===== src/rtl/mem_ctrl_if.sv =====
// Single-outstanding req/ack data bus between the MEM-stage load/store
// sequencer (master) and the data memory (slave).
interface mem_ctrl_if #(
  parameter int unsigned ADDR_W = 32
);
  logic              bus_req_o;
  logic              bus_we_o;
  logic [ADDR_W-1:0] bus_addr_o;
  logic [3:0]        bus_be_o;
  logic [31:0]       bus_wdata_o;
  logic [31:0]       bus_rdata_i;
  logic              bus_ack_i;

  modport master (
    output bus_req_o, bus_we_o, bus_addr_o, bus_be_o, bus_wdata_o,
    input  bus_rdata_i, bus_ack_i
  );

  modport slave (
    input  bus_req_o, bus_we_o, bus_addr_o, bus_be_o, bus_wdata_o,
    output bus_rdata_i, bus_ack_i
  );
endinterface


===== src/rtl/mem_ctrl.sv =====
// MEM-stage load/store sequencer: IDLE -> REQ -> DONE over a req/ack bus.
// Optional bus timeout abort is built only when MEM_TIMEOUT_EN is defined.
module mem_ctrl #(
  parameter int unsigned ADDR_W  = 32,
  parameter int unsigned TIMEOUT = 16
) (
  input  logic              clk_i,
  input  logic              rst_i,
  input  logic              MemRead_i,
  input  logic              MemWrite_i,
  input  logic [2:0]        funct3_i,
  input  logic [ADDR_W-1:0] addr_i,
  input  logic [31:0]       w_data_i,
  output logic [31:0]       mem_data_o,
  output logic              stall_o,
  output logic              misalign_o,
  output logic              bus_err_o,
  mem_ctrl_if.master        bus
);

  typedef enum logic [1:0] {IDLE, REQ, DONE} state_e;

  state_e            state_q, state_d;
  logic              req_q, req_d;
  logic              we_q, we_d;
  logic [ADDR_W-1:0] addr_q, addr_d;
  logic [3:0]        be_q, be_d;
  logic [31:0]       wdata_q, wdata_d;
  logic [2:0]        funct3_q, funct3_d;
  logic [1:0]        off_q, off_d;
  logic [31:0]       mem_data_q, mem_data_d;
`ifdef MEM_TIMEOUT_EN
  logic [7:0]        cnt_q, cnt_d;
  logic              bus_err_c;
`endif

  logic        acc, aligned, type_ok, legal;
  logic        stall_c, misalign_c;
  logic [3:0]  be_st;
  logic [31:0] wdata_st;

  function automatic logic [31:0] fmt_load(input logic [2:0]  f3,
                                           input logic [1:0]  off,
                                           input logic [31:0] w);
    logic [7:0]  b;
    logic [15:0] h;
    b = w[{off, 3'b000} +: 8];
    h = off[1] ? w[31:16] : w[15:0];
    case (f3)
      3'b000:  fmt_load = {{24{b[7]}}, b};
      3'b001:  fmt_load = {{16{h[15]}}, h};
      3'b100:  fmt_load = {24'd0, b};
      3'b101:  fmt_load = {16'd0, h};
      default: fmt_load = w;
    endcase
  endfunction

  // Decode of the access presented by EX/MEM; a simultaneous read and write is a write.
  always_comb begin
    acc = MemRead_i | MemWrite_i;
    case (funct3_i[1:0])
      2'b00:   aligned = 1'b1;
      2'b01:   aligned = ~addr_i[0];
      2'b10:   aligned = (addr_i[1:0] == 2'b00);
      default: aligned = 1'b0;
    endcase
    if (MemWrite_i) type_ok = ~funct3_i[2] && (funct3_i[1:0] != 2'b11);
    else            type_ok = (funct3_i[1:0] != 2'b11) && (funct3_i != 3'b110);
    legal = aligned & type_ok;

    case (funct3_i[1:0])
      2'b00: begin
        be_st    = 4'b0001 << addr_i[1:0];
        wdata_st = {4{w_data_i[7:0]}};
      end
      2'b01: begin
        be_st    = addr_i[1] ? 4'b1100 : 4'b0011;
        wdata_st = {2{w_data_i[15:0]}};
      end
      default: begin
        be_st    = 4'b1111;
        wdata_st = w_data_i;
      end
    endcase
  end

  // NOTE: every variable gets a default before the case so no path infers a latch.
  always_comb begin
    state_d    = state_q;
    req_d      = req_q;
    we_d       = we_q;
    addr_d     = addr_q;
    be_d       = be_q;
    wdata_d    = wdata_q;
    funct3_d   = funct3_q;
    off_d      = off_q;
    mem_data_d = mem_data_q;
    stall_c    = 1'b0;
    misalign_c = 1'b0;
`ifdef MEM_TIMEOUT_EN
    cnt_d      = cnt_q;
    bus_err_c  = 1'b0;
`endif

    case (state_q)
      IDLE: begin
        if (acc && legal) begin
          stall_c  = 1'b1;
          req_d    = 1'b1;
          we_d     = MemWrite_i;
          addr_d   = {addr_i[ADDR_W-1:2], 2'b00};
          be_d     = MemWrite_i ? be_st : 4'b1111;
          wdata_d  = MemWrite_i ? wdata_st : 32'd0;
          funct3_d = funct3_i;
          off_d    = addr_i[1:0];
          state_d  = REQ;
`ifdef MEM_TIMEOUT_EN
          cnt_d    = 8'd0;
`endif
        end else if (acc) begin
          misalign_c = 1'b1;
        end
      end

      REQ: begin
        stall_c = 1'b1;
        if (bus.bus_ack_i) begin
          req_d   = 1'b0;
          state_d = DONE;
          if (!we_q) mem_data_d = fmt_load(funct3_q, off_q, bus.bus_rdata_i);
        end
`ifdef MEM_TIMEOUT_EN
        else if (cnt_q == 8'(TIMEOUT - 1)) begin
          req_d     = 1'b0;
          bus_err_c = 1'b1;
          state_d   = DONE;
          if (!we_q) mem_data_d = 32'd0;
        end else begin
          cnt_d = cnt_q + 8'd1;
        end
`endif
      end

      // Same instruction is still presented here; it advances on this edge.
      DONE:    state_d = IDLE;
      default: state_d = IDLE;
    endcase
  end

  // NOTE: state registers use non-blocking assignments so every flop samples pre-edge values.
  always_ff @(posedge clk_i or posedge rst_i) begin
    if (rst_i) begin
      state_q    <= IDLE;
      req_q      <= 1'b0;
      we_q       <= 1'b0;
      addr_q     <= '0;
      be_q       <= 4'd0;
      wdata_q    <= 32'd0;
      funct3_q   <= 3'd0;
      off_q      <= 2'd0;
      mem_data_q <= 32'd0;
`ifdef MEM_TIMEOUT_EN
      cnt_q      <= 8'd0;
`endif
    end else begin
      state_q    <= state_d;
      req_q      <= req_d;
      we_q       <= we_d;
      addr_q     <= addr_d;
      be_q       <= be_d;
      wdata_q    <= wdata_d;
      funct3_q   <= funct3_d;
      off_q      <= off_d;
      mem_data_q <= mem_data_d;
`ifdef MEM_TIMEOUT_EN
      cnt_q      <= cnt_d;
`endif
    end
  end

  // Combinational outputs are gated so reset forces every output low immediately.
  assign stall_o         = stall_c & ~rst_i;
  assign misalign_o      = misalign_c & ~rst_i;
  assign mem_data_o      = mem_data_q;
  assign bus.bus_req_o   = req_q;
  assign bus.bus_we_o    = we_q;
  assign bus.bus_addr_o  = addr_q;
  assign bus.bus_be_o    = be_q;
  assign bus.bus_wdata_o = wdata_q;

`ifdef MEM_TIMEOUT_EN
  assign bus_err_o = bus_err_c & ~rst_i;
`else
  assign bus_err_o = 1'b0 && (TIMEOUT > 0);
`endif

endmodule


===== src/flat_wrapper.sv =====
// flat-port wrapper written by rule: the top's interface ports become plain ports
module mem_ctrl_flat 
#(
  parameter int unsigned ADDR_W  = 32,
  parameter int unsigned TIMEOUT = 16
)
  (clk_i, rst_i, MemRead_i, MemWrite_i, funct3_i, addr_i, w_data_i, mem_data_o, stall_o, misalign_o, bus_err_o, bus_bus_req_o, bus_bus_we_o, bus_bus_addr_o, bus_bus_be_o, bus_bus_wdata_o, bus_bus_rdata_i, bus_bus_ack_i);
  mem_ctrl_if #(.ADDR_W(ADDR_W)) bus_i ();
  input  logic clk_i;
  input  logic rst_i;
  input  logic MemRead_i;
  input  logic MemWrite_i;
  input  logic [2:0] funct3_i;
  input  logic [ADDR_W-1:0] addr_i;
  input  logic [31:0] w_data_i;
  output logic [31:0] mem_data_o;
  output logic stall_o;
  output logic misalign_o;
  output logic bus_err_o;
  output wire logic [$bits(bus_i.bus_req_o)-1:0] bus_bus_req_o;
  output wire logic [$bits(bus_i.bus_we_o)-1:0] bus_bus_we_o;
  output wire logic [$bits(bus_i.bus_addr_o)-1:0] bus_bus_addr_o;
  output wire logic [$bits(bus_i.bus_be_o)-1:0] bus_bus_be_o;
  output wire logic [$bits(bus_i.bus_wdata_o)-1:0] bus_bus_wdata_o;
  input wire logic [$bits(bus_i.bus_rdata_i)-1:0] bus_bus_rdata_i;
  input wire logic [$bits(bus_i.bus_ack_i)-1:0] bus_bus_ack_i;
  assign bus_bus_req_o = bus_i.bus_req_o;
  assign bus_bus_we_o = bus_i.bus_we_o;
  assign bus_bus_addr_o = bus_i.bus_addr_o;
  assign bus_bus_be_o = bus_i.bus_be_o;
  assign bus_bus_wdata_o = bus_i.bus_wdata_o;
  assign bus_i.bus_rdata_i = bus_bus_rdata_i;
  assign bus_i.bus_ack_i = bus_bus_ack_i;
  mem_ctrl #(.ADDR_W(ADDR_W), .TIMEOUT(TIMEOUT)) u_core (.clk_i(clk_i), .rst_i(rst_i), .MemRead_i(MemRead_i), .MemWrite_i(MemWrite_i), .funct3_i(funct3_i), .addr_i(addr_i), .w_data_i(w_data_i), .mem_data_o(mem_data_o), .stall_o(stall_o), .misalign_o(misalign_o), .bus_err_o(bus_err_o), .bus(bus_i));
endmodule

===== config.mk =====
export PLATFORM = sky130hd
export DESIGN_NAME = mem_ctrl_flat
export DESIGN_NICKNAME = d
export VERILOG_FILES = /design/src/rtl/mem_ctrl_if.sv /design/src/rtl/mem_ctrl.sv /design/src/flat_wrapper.sv
export SDC_FILE = /design/constraint.sdc
export NUM_CORES = 1
export LEC_CHECK = 0
export CAP_MARGIN = 30
export CORE_MARGIN = 3
export CORE_UTILIZATION = 47
export DETAILED_ROUTE_END_ITERATION = 12
export PLACE_DENSITY = 0.92
export SETUP_SLACK_MARGIN = 0.5
export SYNTH_ARGS = -nofsm -noshare
export SYNTH_HDL_FRONTEND = slang
export SYNTH_SLANG_ARGS = --single-unit

===== constraint.sdc =====
create_clock -name clk_i -period 6.98 [get_ports clk_i]
set_input_delay 2.094 -clock clk_i [delete_from_list [all_inputs] [get_ports clk_i]]
set_output_delay 2.094 -clock clk_i [all_outputs]
set_load 0.02 [all_outputs]

==> metrics.md <==
| Metric | Value |
|---|---|
| CP endpoint kind | output port |
| CP dominant cell by count | clkdlybuf4s50_1 |
| Power, Total | between 0.002 and 0.003 W |
| Critical path required time | 4.89 ns |
| Setup TNS | 0 ns |
| CTS Buf Count | 9 |
| Layout Cells excl Fill | ~840 |
| Post-Synth XOR/XNOR Area | 0% |
| Synth area leaders | dfrtp_1 51%, mux2_2 9.6%, nand2_1 5.3%, o21ai_0 4.9%, mux2i_1 4.6% |
| WP buf/inv | 2 |
| CP Depth | 5 |
| Gpl congestion | between 0.8 and 0.9 |
| Synthesis Warnings | 0 |
| Area leader, netlist | dfrtp_1 |
| CORE AREA | 10900 µm² |
| Clk slew on worst S/H paths | approximately 0.090 ns |
| Slew HR | a little under two fifths |
| Most common cell after layout, fill and taps aside | clkdlybuf4s50_1 |
| Final Cell Area | ~7600 µm² |
| First-pass GRT wire length | 25400 µm |
| Synth Area in Simple Gates | about an eighth |
| CTS resizes | 0 |
| H-tree depth | 3 |
| Filler cell count | a little over 800 |
| Worst slew pin tran | between 0.9 and 1 ns |
| Hold Crit Start | u_core.mem_data_o[7] |
| Die span in y | 112 µm |
| Clock buffer depth | 2 |
| Critical Path Slowest Stage Cell | clkdlybuf4s50_1 |
| Post-CTS Hold Fix Bufs | 0 |
| Register area share after synthesis | slightly above 50% |
| Hold Violations, Final | 0 |
| Die width | around 110 µm |
| Worst Path Arrival | approximately 4.3 ns |
| Worst-skew pair later-pin latency | between 0.3 and 0.4 ns |
| Reg2Reg Depth | 3 |
| Vias in the first global route | 4961 |
| Cell family with most CP delay | buffers and inverters |
| DR iter-0 viols | 380 |
| Worst path cell trace | clkdlybuf4s50_1 > a221oi_4 > o221ai_4 > a211oi_2 > clkdlybuf4s50_1 |
| Via count | a little under 5k |
| Rows | 38 |
| Wirelength, routed | ~16000 µm |
| Die area | 12500 µm² |
| Final Net Count | 805 |
| Syn avg cell area | between 10 and 15 µm² |
| Port Buffers | a little over 200 |
| Critical path type | input pin to output port |
| Mapped Area | 5280 µm² |
| Min Tclk post-route | 6.39 ns |
| Largest net degree at the start of global routing | 86 |
| Clk sinks | between 100 and 150 |
| Mapped Cells | between 500 and 600 |
| Post-synthesis cell type count | 43 |
| Final HPWL DP | approximately 12000 µm |
| Post-CTS Setup Bufs | 0 |
| Drt pass-1 iters | 5 |
| Area grow syn2layout | 44.0% |
| CP max FO | 6 |
| Reg2reg end | u_core.mem_data_o[16] |
| Ports | 209 |
| Maxcap violations | 0 |
| Power Density | around 350 nW/µm² |
| Placed Cells | ~830 |
| Slew Limit Fails | 0 |
| Max rail drop VDD | 0.000209 V |
| TritonCTS clock tree | yes |
| Post-route ant nets | 0 |
| #FFs+latches synth | 107 |
| Final setup fails | 0 |
| Largest family of logic cells by synthesized area | compound AO/OA/AOI/OAI gates |
| Post-Place Cell Area | 7390 µm² |
| RR Startpoint | u_core.state_q[1] |
| FMAX | approximately 160 MHz |
| Outcome | completed |
| Min-Delay Path Class | flop to flop |
| RSZ-0062 raised after global routing | false |
| Crit path to | stall_o |
| Vias per cell | between 5 and 6 |
| CP Launch Point | MemWrite_i |
| Final setup skew | approximately 0.012 ns |
| Share of layout cells above drive strength 1 | between 10% and 20% |
| Final period util | 91.5% |
| Commonest cells after routing, fill and taps aside | 205 x clkdlybuf4s50_1, 107 x dfrtp_1, 74 x nand2_1, 52 x o21ai_0, 45 x mux2_2 |
| Critical path launch point type | input pin |
| Starting Density | approximately half |
| Area share of fa/ha/maj cells after synthesis | 0% |
| Root buffer cell | clkbuf_8 |
| Worst hold slack | around 0.5 ns |
| Slowest stage delay, CP | 0.63 ns |
| Setup slack, reg-to-reg | 4.25 ns |
| Total gr overflow | 0 |
| GRT Util Overall | between 20% and 30% |
| Leakage Power | ~3 nW |
| Routed len/inst | about 19 µm |
| Antenna violations before repair | 1 |
| Compound-gate portion of the synthesized area | 18.8% |
| Share of the synthesized area in the top cell type | between 50% and 60% |
| Remaining routing DRC violations | 0 |
| Post-synthesis mux area share | between 10% and 20% |
through the flow:
stage / util [%] / setup WS (ns)
after floorplan: - / 1.38
after global placement: 67.9 / 0.630
after detailed placement: 67.9 / 0.561
after CTS: 69.5 / 0.572
after global routing: 69.8 / 0.514
final: 69.8 / 0.591
Yosys cell counts:
| library cell | instances |
|---|---|
| buf_6 | 1 |
| o31ai_1 | 9 |
| conb_1 | 1 |
| a211oi_2 | 2 |
| nand4bb_1 | 1 |
| or2_2 | 2 |
| or4b_1 | 1 |
| o221a_2 | 5 |
| a22oi_1 | 5 |
| nand3_1 | 7 |
| a32o_1 | 4 |
| and4bb_2 | 1 |
| o221ai_2 | 1 |
| a21o_1 | 1 |
| nor4_2 | 1 |
| o22ai_2 | 1 |
| nor4b_1 | 1 |
| nor2b_1 | 3 |
| or3_1 | 7 |
| inv_1 | 11 |
| a31oi_1 | 4 |
| buf_4 | 5 |
| nor2_1 | 21 |
| mux2_2 | 45 |
| o211ai_1 | 17 |
| nand2_1 | 74 |
| mux2i_1 | 24 |
| buf_2 | 13 |
| o21ai_0 | 52 |
| clkbuf_1 | 22 |
| o21ai_1 | 4 |
| nor3_1 | 10 |
| o21a_1 | 5 |
| nor3b_1 | 1 |
| a22o_1 | 8 |
| nor2_2 | 2 |
| a21oi_1 | 27 |
| a2bb2oi_1 | 2 |
| nand2b_1 | 3 |
| dfrtp_1 | 107 |
| nand4b_1 | 1 |
| a221oi_1 | 1 |
| a221oi_4 | 1 |
power by group:
group | total [W] | switching [W] | internal (W) | leakage [nW]
registers | 0.00100 | 0.000158 | 0.000845 | 1.30
clock network | 0.000362 | 0.000202 | 0.000160 | 0.0841
logic | 0.00129 | 0.000654 | 0.000641 | 1.68
total | 0.00266 | 0.00101 | 0.00165 | 3.06
worst min-delay path: stages, from the launching register on:
cell and delay, ns:
dfrtp_1 0.35, nand2_1 0.05, o21ai_0 0.06
cells by family after synthesis:
logic type / Yosys count
simple gates: 136
buf+inv: 52
other cells: 1
flops: 107
mux: 69
compound gates: 149
how the worst min path moves through the flow:
stage / to / slack, ns / cells after the start
finish: u_core.mem_data_o[7] / 0.49 / 2
global route: u_core.bus.bus_wdata_o[8] / 0.52 / 2
CTS: u_core.bus.bus_wdata_o[8] / 0.50 / 2
detailed placement: u_core.bus.bus_wdata_o[8] / 0.47 / 2
global placement: u_core.bus.bus_wdata_o[14] / 0.47 / 2
floorplan: u_core.funct3_q[2] / 0.48 / 1
routing by layer:
layer | part of all wire, % | track usage [%] | vias to the layer above
li1 | - | - | 2200
met1 | 38 | 30.6 | 2360
met2 | 48 | 42.0 | 281
met3 | 10 | 8.48 | 42
met4 | 3.5 | 11.0 | 0
met5 | 0 | 0 | -
area by class of cell:
class / count / area [µm²] / share of cell area, %
Multi-Input combinational cell: 357 / 2380 / 31.3
Inverter: 11 / 43.8 / 0.577
Clock buffer: 10 / 128 / 1.68
Timing Repair Buffer: 215 / 2150 / 28.3
Antenna cell: 1 / 2.50 / 0.0329
Clock inverter: 3 / 42.5 / 0.560
Sequential cell: 107 / 2680 / 35.3
Tap cell: 140 / 175 / 2.31
sequential cells by signal (all words and copies together), names as in the netlist:
name and flops:
u_core.bus.bus_wdata_o 32, u_core.mem_data_o 32, u_core.bus.bus_addr_o 30, u_core.bus.bus_be_o 4, u_core.funct3_q 3, u_core.off_q 2
u_core.state_q 2, u_core.bus.bus_req_o 1, u_core.bus.bus_we_o 1
(Power assumes the default switching activity.)
==> variant 1: new RTL, config.mk and constraints unchanged <==
The 3 states of `state_e` get a one-hot encoding in 3 bits.
--- a/src/rtl/mem_ctrl.sv
+++ b/src/rtl/mem_ctrl.sv
@@ -20,3 +20,3 @@
 
-  typedef enum logic [1:0] {IDLE, REQ, DONE} state_e;
+  typedef enum logic [2:0] {IDLE = 3'b001, REQ = 3'b010, DONE = 3'b100} state_e;
 
Function: no difference found for any inputs over 4 cycles, from zero or initial values and one cycle with rst_i high; so few cycles prove little.
==> variant 1 against the original RTL <==
Die area is 3.5% lower; synthesized area is 3.7% lower; cell count is 0.71% lower; cell area is 2.3% lower; critical endpoint unchanged; worst setup slack better by 0.15 ns; power is 0.51% lower; sequential cell count is 1 higher; wire length is 0.83% lower; core utilization is 1.5 points higher.
==> variant 1: results (changes against the original RTL) <==
| Metric | Value |
|---|---|
| Worst Path Arrival | `4.15 ns (-0.14 ns)` |
| Hold Path End | `u_core.bus.bus_wdata_o[14]` |
| Drt initial violations | `447 (+18%)` |
| Final weighted congestion of routability-driven global placement | `0.903 (+6.0%)` |
| Placed inst area | `7200 um^2 (-2.7%)` |
| Layout Cells excl Fill | `838 (-0.71%)` |
| Worst hold slack | `0.488 ns (-0.00242 ns)` |
| Max Clock Freq | `0.160 GHz (+2.4%)` |
| Internal power | `1.62 mW (-1.3%)` |
| IR drop worst, VDD | `0.000253 V (+21%)` |
| Fin nets | `801 (-0.50%)` |
| Overall power | `2.65 mW (-0.51%)` |
| Vias in the first global route | `4797 (-3.3%)` |
| Status | `complete, no violations` |
| Fillers | `718 (-13%)` |
| Register area share after synthesis | `53.2% (+2.4 points)` |
| Final WL | `16.1 mm (-0.83%)` |
| Slowest-stage cell, CP | `or4_1` |
| Placed cell count | `821 (-0.97%)` |
| CP Max Fanout | `5 (-1)` |
| Reg2reg path depth | `4 (+1)` |
| Max-Slew Margin vs Limit | `38.0% (+1.3 points)` |
| Max Clock Skew | `0.00761 ns (-0.00419 ns)` |
| First-pass GRT wire length | `24.9 mm (-2.1%)` |
| FF/Latch Area | `2700 um^2 (+0.98%)` |
| Top cells by count, synth | `nand2_1 (115), dfrtp_1 (107), o21ai_0 (65)` |
| Largest net degree at the start of global routing | `113 (+31%)` |
variant 1: cell count changes in the layout (fill, tap and decap cells not counted), sizes merged, moves of 7 or more:
| cell | unedited run | this run |
|---|---|---|
| o31ai | 9 | 0 |
| mux2 | 45 | 60 |
| nor3 | 10 | 1 |
| a22o | 8 | 0 |
| mux2i | 24 | 15 |
| o211ai | 17 | 0 |
| nor2 | 23 | 31 |
| o22a | 0 | 7 |
| nand3 | 7 | 0 |
| o21ai | 56 | 65 |
| nand2 | 74 | 115 |
variant 1: cell type report:
type | count | share of cell area, %
inverter | 7 | 0.388
clock inverter | 7 | 1.01
clock buffer | 9 | 1.67
multi-input combinational | 359 | 29.6
sequential | 108 | 36.4
timing repair buffer | 212 | 28.6
tap | 136 | 2.29
variant 1: metal layers:
metal	up-vias	routed length [um]	GRT usage, %	share of wire, %
li1	2110	-	-	-
met1	2234	5880	32.6	37
met2	286	7740	44.4	48
met3	42	2000	10.0	12
met4	0	461	10.2	2.9
met5	-	0	0	0
variant 1: worst register-to-register path, delay by kind of cell (launching register included):
kind                   cells  cell delay (ns)
AOI/OAI and AO/OA          2             0.74
buffers and inverters      1             0.21
DFF                        1             0.85
muxes                      1             0.49
variant 1: cells by family (layout without fill, tap and decap cells):
family / count (synthesis) / after routing / synth area share (%)
and+or+nand+nor: 161 / 161 / 12.9
AOI/OAI and AO/OA: 119 / 119 / 13.2
DFF: 108 / 108 / 53.2
muxes: 76 / 76 / 16.7
buffers and inverters: 44 / 235 / 3.94
other: 1 / 3 / 0.0738
variant 1: what timing repair did:
item / CTS / global route
hold endpoints to repair: 0 / 0
hold buffers: 0 / 0
gates resized for setup: 1 / 0
setup endpoints to repair: 1 / 0
buffers inserted: 0 / 0
==> variant 2: new RTL, config.mk and constraints unchanged <==
Made on the original files. The option `MEM_TIMEOUT_EN` is turned on by a define.
--- a/src/rtl/mem_ctrl.sv
+++ b/src/rtl/mem_ctrl.sv
@@ -2,2 +2,4 @@
 // Optional bus timeout abort is built only when MEM_TIMEOUT_EN is defined.
+`define MEM_TIMEOUT_EN
+
 module mem_ctrl #(
Formal check against the unedited RTL: same outputs for any inputs over 4 cycles, from zero or initial values and one cycle with rst_i high; that may be too few to reach the edited logic, so the function may still have changed.
==> variant 2 against the original RTL <==
Die area about the same; cell area increased by 5.8%; power is 20% higher; sequential share of layout area up 0.56 points; wire length decreased by 1.1%; synthesized area barely moved; sequential cell count up 8; worst setup slack better by 0.060 ns; via count is 1.4% higher; critical endpoint unchanged; largest cell class unchanged.
==> variant 2: results (changes against the original RTL) <==
| Metric | Value |
|---|---|
| Status | `complete, no violations` |
| Max-Slew Margin vs Limit | `37.8% (+1.0 points)` |
| Register area share after synthesis | `54.6% (+3.8 points)` |
| Top cells by count, synth | `nand2_1 (150), dfrtp_1 (115), o21ai_0 (33)` |
| Detailed Place HPWL | `11.4 mm (-4.3%)` |
| Logic inverters | `6 (-5)` |
| Final weighted congestion of routability-driven global placement | `0.871 (+2.3%)` |
| FF/Latch Area | `2880 um^2 (+7.5%)` |
| Routed via count | `4952 (+1.4%)` |
| Largest net degree at the start of global routing | `76 (-12%)` |
| Placed cell count | `849 (+2.4%)` |
| Synth top area cells | `dfrtp_1 (55%), nand2_1 (11%), mux2i_1 (5.1%)` |
| Max Clock Skew | `0.00931 ns (-0.00249 ns)` |
| Internal power | `2.06 mW (+25%)` |
| Final WL | `16.0 mm (-1.1%)` |
| Sequential portion of the cell area | `35.8% (+0.56 points)` |
| Share of cells above drive strength 1 | `8.37% (-3.6 points)` |
| Clock Latency Late Sink | `0.51 ns (+0.14 ns)` |
| Clock sink count | `115 (+7.5%)` |
| Drt initial violations | `454 (+19%)` |
| Netlist cell types | `51 (+19%)` |
| ClkCell Share | `7.55% (+5.3 points)` |
| Vias per Instance | `5.62 (-2.8%)` |
| Worst Path Arrival | `4.23 ns (-0.06 ns)` |
| Fraction of area in multi-input gates | `27.6% (-3.7 points)` |
| First-pass GRT wire length | `26.0 mm (+2.0%)` |
| Clk slew on worst S/H paths | `0.06 ns (-0.03 ns)` |
| Comb power frac | `38.6% (-10 points)` |
| Hold Path End | `u_core.bus.bus_wdata_o[11]` |
| CP Max Fanout | `12 (+6)` |
| Fillers | `758 (-7.9%)` |
| Pleak | `3.58 nW (+17%)` |
| Mapped Cells | `528 (+2.7%)` |
| Max Clock Freq | `0.158 GHz (+0.95%)` |
| Signal buf overhead | `26.5% (-1.8 points)` |
| Vias in the first global route | `5084 (+2.5%)` |
| H-tree levels | `4 (+1)` |
| Largest cell class | `registers` |
| IR drop worst, VDD | `0.000216 V (+3.3%)` |
| Reg power frac | `33.9% (-3.8 points)` |
| Place WS | `0.574 ns (+0.0129 ns)` |
| Initial antenna violation count | `0 (-1)` |
| Placed inst area | `7410 um^2 (+0.27%)` |
| Sequential Power | `1.08 mW (+8%)` |
| Num CTS Buffers | `17 (+8)` |
| R2R Path End | `u_core.mem_data_o[18]` |
| HP Start | `u_core.bus.bus_wdata_o[11]` |
| Worst hold slack | `0.473 ns (-0.0171 ns)` |
| Reg2reg path depth | `4 (+1)` |
| Ant. Diodes | `0 (-1)` |
| Fin nets | `833 (+3.5%)` |
| Comb_multi_in | `374 (+4.8%)` |
| Plain + repair buffers | `214 (-0.47%)` |
| Register-to-Register Setup Slack | `4.29 ns (+0.04 ns)` |
| Clkbuf count | `18 (+8)` |
| PortBufs | `206 (+0.49%)` |
[variant 2: changes by cell type after synthesis, moves of 9 or more]
cell and change:
nand2_1 +76, mux2_2 -35, o21ai_0 -19, a221o_1 +16, a21oi_1 -12, clkbuf_1 -9
[variant 2: logic make-up (layout without fill, tap and decap cells)]
family	after synthesis	in the layout	synth area share, %
DFF	115	115	54.6
muxes	38	38	7.69
and+or+nand+nor	220	220	18.3
other	1	2	0.0711
adders and majority gates	1	1	0.237
AOI/OAI and AO/OA	113	113	15.4
buffers and inverters	40	252	3.63
[variant 2: metal layers]
| layer | up-vias | routed length, um | global-route usage [%] |
|---|---|---|---|
| met4 | 0 | 172 | 6.16 |
| met3 | 20 | 1470 | 8.21 |
| met2 | 268 | 7990 | 43.0 |
| met5 | - | 0 | 0 |
| met1 | 2410 | 6400 | 33.2 |
| li1 | 2254 | - | - |
[variant 2: what timing repair did]
action,4_1_cts,5_1_grt
endpoints found under the setup margin,0,1
buffers inserted,0,0
resized for setup,0,2
